$ cat src/rtl/demux_serial_driver.sv
// demux_serial_driver: serializes channel-tagged words LSB-first onto a/sel for the 1x4 demux.
// Optional even-parity bit after the data bits when DEMUX_PARITY_EN is defined.
module demux_serial_driver #(
  parameter int DATA_W = 8,
  parameter logic IDLE_LEVEL = 1'b0
) (
  input  logic              clk,
  input  logic              rst,
  input  logic              in_valid,
  output logic              in_ready,
  input  logic [DATA_W-1:0] in_data,
  input  logic [1:0]        in_ch,
  output logic [1:0]        sel,
  output logic              a,
  output logic              frame,
  output logic              done
);
  localparam int CW = $clog2(DATA_W + 1);
  localparam logic [1:0] IDLE = 2'd0, SHIFT = 2'd1, GAP = 2'd2;
`ifdef DEMUX_PARITY_EN
  localparam logic [CW-1:0] LAST = CW'(DATA_W);
  logic par;
`else
  localparam logic [CW-1:0] LAST = CW'(DATA_W - 1);
`endif
  logic [1:0]        st;
  logic [DATA_W-1:0] sh;
  logic [CW-1:0]     cnt;
  assign in_ready = st == IDLE;
  // sh holds only the bits not yet driven; a already carries the current one
  always_ff @(posedge clk) begin
    if (rst) begin
      st    <= IDLE;
      sh    <= '0;
      cnt   <= '0;
      sel   <= 2'd0;
      a     <= IDLE_LEVEL;
      frame <= 1'b0;
      done  <= 1'b0;
`ifdef DEMUX_PARITY_EN
      par   <= 1'b0;
`endif
    end else begin
      case (st)
        IDLE: if (in_valid) begin
          st    <= SHIFT;
          sh    <= in_data >> 1;
          sel   <= in_ch;
          cnt   <= '0;
          a     <= in_data[0];
          frame <= 1'b1;
`ifdef DEMUX_PARITY_EN
          par   <= ^in_data;
`endif
        end
        SHIFT: if (cnt == LAST) begin
          st    <= GAP;
          a     <= IDLE_LEVEL;
          frame <= 1'b0;
          done  <= 1'b1;
        end else begin
          cnt <= cnt + 1'b1;
          sh  <= sh >> 1;
`ifdef DEMUX_PARITY_EN
          a   <= cnt == CW'(DATA_W - 1) ? par : sh[0];
`else
          a   <= sh[0];
`endif
        end
        GAP: begin
          st   <= IDLE;
          done <= 1'b0;
        end
        default: st <= IDLE;
      endcase
    end
  end
endmodule
$ cat config.mk
export PLATFORM = sky130hd
export DESIGN_NAME = demux_serial_driver
export DESIGN_NICKNAME = d
export VERILOG_FILES = /design/src/rtl/demux_serial_driver.sv
export SDC_FILE = /design/constraint.sdc
export NUM_CORES = 1
export LEC_CHECK = 0
export ABC_AREA = 1
export BUFFER_PORTS_ARGS = -buffer_cell sky130_fd_sc_hd__buf_4
export CORE_UTILIZATION = 45
export DETAILED_ROUTE_END_ITERATION = 10
export GPL_ROUTABILITY_DRIVEN = 0
export GPL_TIMING_DRIVEN = 0
export HOLD_SLACK_MARGIN = 0.03
export MAX_ROUTING_LAYER = met4
export PLACE_DENSITY = 0.69
export SETUP_SLACK_MARGIN = 0.05
export SLEW_MARGIN = 20
export SYNTH_ARGS = -nofsm -noshare
export SYNTH_HDL_FRONTEND = slang
export SYNTH_SLANG_ARGS = --single-unit
$ cat constraint.sdc
create_clock -name clk -period 1.7 [get_ports clk]
set_clock_uncertainty 0.2 [all_clocks]
set_input_delay 0.17 -clock clk [delete_from_list [all_inputs] [get_ports clk]]
set_output_delay 0.17 -clock clk [all_outputs]
set_load 0.005 [all_outputs]
After elaboration in Yosys (flattened, before gate mapping)
Index checks and enable logic that the tools add are counted.
- output and inout port bits: 6
- bits in registers: 19
- input bits: 13
- reductions and logical operators: 9
- $add $sub $neg: 1
- multiplexer cells: 17
- equality and inequality tests: 6
- operators with widths (cell ; number):
    $mux 8 ; 2
    $pmux 8 s2 ; 1
    $mux 4 ; 2
    $pmux 4 s2 ; 1
    $reduce_and 2->1 ; 4
    $ne 2x2->1 const B ; 3
    $pmux 1 s2 ; 3
    $reduce_and 3->1 ; 2
    $mux 1 ; 5
    $add 4x1->4 const B ; 1
    $eq 4x3->1 const B ; 1
    $mux 2 ; 2
    $pmux 2 s2 ; 1
    $reduce_bool 2->1 ; 2
    $eq 2x1->1 const B ; 1
    $eq 2x2->1 const B ; 1
    $logic_not 2->1 ; 1

Depth between registers and ports, before layout
- word-level depth: 3
- mapped depth: 7
- depth with buffers taken out: 7

Least setup slack after synthesis
No wires, ideal clock.
- path type: register -> register
- start point: register cnt[0]
- end point: register cnt[0]
- required time: 1.442 ns
- clock period less this slack: 1.321 ns
- path slack: 0.379 ns
- arrival: 1.063 ns
- path buffers: 0
- library setup time: 0.058 ns
- cell stages (with the launch flop): 8
- cells stage by stage: dfxtp_1 > ha_1 > nand3_2 > nand2_4 > nand2_8 > nor2_4 > nand2_1 > nand2_1
- cells in the longest elaborated chain, start to end: 3
- RTL lines (item ; line ; text):
    from (decl) ; 28 ; logic [CW-1:0] cnt;
    from (signal assigned) ; 62 ; cnt <= cnt + 1'b1;
    $add 4x1->4 / $eq 4x3->1 (equally long branches) ; 62, 56 ;
    $mux 4 / $ne 2x2->1 (equally long branches) ; - ;
    $pmux 4 s2 / $reduce_and 3->1 (equally long branches) ; - ;
Parallel ways exist; a longest one is shown, timed or not. The select of a mux whose other input is x is not followed.
A chain may end at the register's enable or synchronous reset.

Worst setup path in the final report
- start point: register cnt[1]
- end point: register sh[6]
- cells in the longest elaborated chain, start to end: 3
- RTL lines (item ; line ; text):
    $eq 4x3->1 ; 56 ; SHIFT: if (cnt == LAST) begin
    $ne 2x2->1 (no line) ; - ;
    $reduce_and 3->1 (no line) ; - ;
    to (signal assigned) ; 47 ; sh <= in_data >> 1;
    to (signal assigned) ; 63 ; sh <= sh >> 1;
    to (decl) ; 27 ; logic [DATA_W-1:0] sh;
No other way between the ends.

==> results.cfg <==
[outcome]
status = finished clean

[floorplanning]
ios = 19
die_y_um = 46.1
die_w_um = 46.1
die-area_sq_mm = 0.00213
initial_core_util_pct = 49.1
rows = 15
core_area_sq_mm = 0.00178

[timing]
period_share_pct = 89.7
rsz0062_at_grt = false
slew_headroom_pct = 79.2
setup_tns_ns = 0
hold_viol = 0
finalCriticalPeriod_ns = 1.52
finalMaxSlewViolations = 0
tightest_slew_ns = 0.309
setup_viol = 0
timing.fmax_mhz = 656
holdWs_ns = 0.0874

[logic_synthesis]
synth_area_sq_um = 876
syn_area_per_cell_sq_um = 7.49
synthTopCellsByCount = 38 x nand2_1, 18 x dfxtp_1, 13 x nand3_1
synth_top_cell_area_share_pct = 41.1
synth_area_leader_cell = dfxtp_1
synth_fp_nets = 131
syn_inst = 117
synth_edf_count = 0
synthArstFlopShare_pct = 0
synth_flop_cell = dfxtp_1
synthTopCellsByArea = dfxtp_1 41%, nand2_1 16%, nand3_1 7.4%
synth_seq_cells = 18
yosys_warnings = 0
synth.distinct_cells = 22
seq_area_frac_synth_pct = 41.1
synth_most_common_cell = nand2_1

[grt]
track_usage_pct = 23.3
grt_overflow = 0
grt_max_degree = 11
grt_pass1_wl_um = 3400
antenna_found_initial = 0
grt_pass1_vias = 783

[cells_and_area]
syn_to_final_growth_pct = 35.9
fin_area_sq_mm = 0.00119
final_util_pct = 66.7
n_antenna_cell = 0
drive_gt1_share_pct = 26.0
finalNonFillerCells = 175
layout.nets = 165

[placement]
dpl-instance-area_sq_mm = 0.00104
io_buffers = 18
hpwl_um = 1300
placedCellCount = 160

[route]
vias_per_cell = 4.85
dr.pass1.iters = 4
antenna_left = 0
drt_wl_total_um = 1950
drt_iter0_drc = 16
wire_per_inst_um = 11.1
num_vias = 849
drcViolationCount = 0

[cts]
cts_max_level = 1
clock_latency_ns = 0.30
clockBufferDepth = 2
cts_tree = built
root_buffer = clkbuf_4
clk_pin_slew_ns = 0.11
cts_buffers = 3
cts_num_sinks = 18

[critical_path]
worstPathRequired_ns = 1.75
start_kind = flop
arrival_ns = 1.58
endpoint_kind = flop
crit_fanout = 10
crit_type = flop to flop

[hold_path]
hold_class = input pin to flop

[pwr]
p_leak_uw = 0.000587
power_density_mw_per_mm2 = 773
ir_worst_vdd_uv = 522

[run]
max-cap-violations = 0
worst max-delay path: stages (launching register included):
cell and delay [ns]:
dfxtp_1 0.40, ha_1 0.23, nand3_2 0.14, nand2_4 0.16
nand2_8 0.10, nor2_4 0.12, nand2_1 0.07, nand2_1 0.05
worst paths after layout:
kind	depth (start not counted)	start	endpoint	slack [ns]
max	7	cnt[1]	sh[6]	0.18
min	5	in_valid	st[0]	0.09
max reg2reg	7	cnt[1]	sh[6]	0.18
min reg2reg	2	sh[6]	sh[6]	0.26
metrics by stage:
step / setup WS, ns / total power, uW
after CTS: 0.153 / 915
final: 0.175 / 920
after detailed placement: 0.183 / 635
after global placement: 0.236 / 632
after floorplan: 0.379 / 571
after global routing: 0.0522 / 960
cells by family after synthesis:
kind of cell / synth area share, %
adders and majority gates: 1.43
and+or+nand+nor: 44.0
buffers and inverters: 7.00
DFF: 41.1
AOI/OAI and AO/OA: 6.43
flip-flops by register name (all words and copies together), names as in the netlist:
name   flops
sh         7
st         2
a          1
cnt        4
sel        2
frame      1
done       1
repair_timing:
action	4_1_cts	5_1_grt
hold buffers	11	0
endpoints found under the hold margin	16	0
buffers inserted	0	0
resized for setup	0	1
endpoints found under the setup margin	0	2
final cells by class:
| type | count | area [sq um] |
|---|---|---|
| multi-input combinational | 87 | 454 |
| clock buffer | 4 | 36.3 |
| tap | 25 | 31.3 |
| inverter | 9 | 33.8 |
| timing repair buffer | 29 | 245 |
| sequential | 18 | 362 |
| fill | 154 | 593 |
| buffer | 3 | 27.5 |
metal layers:
layer,vias up,wire [um],GRT usage [%]
li1,452,-,-
met1,376,937,30.6
met2,17,905,35.2
met3,4,63,3.53
met4,0,41,10.6
met5,-,0,-
where the power goes:
group	switching [uW]	internal, uW
combinational	94.1	88.1
clock	142	131
sequential	16.7	448
cells in the final DEF (no fill, tap or decap), drive strengths merged:
master / Yosys / layout
nand4: 7 / 7
nand2: 43 / 43
ha: 1 / 1
nand3: 14 / 14
o21ai: 4 / 4
clkbuf: 0 / 4
o21bai: 1 / 1
buf: 3 / 21
dfxtp: 18 / 18
nor2: 10 / 10
nand3b: 1 / 1
a21oi: 5 / 5
dlygate4sd3: 0 / 11
or2: 1 / 1
inv: 9 / 9
Note: power is estimated with default switching activity, not from simulation.
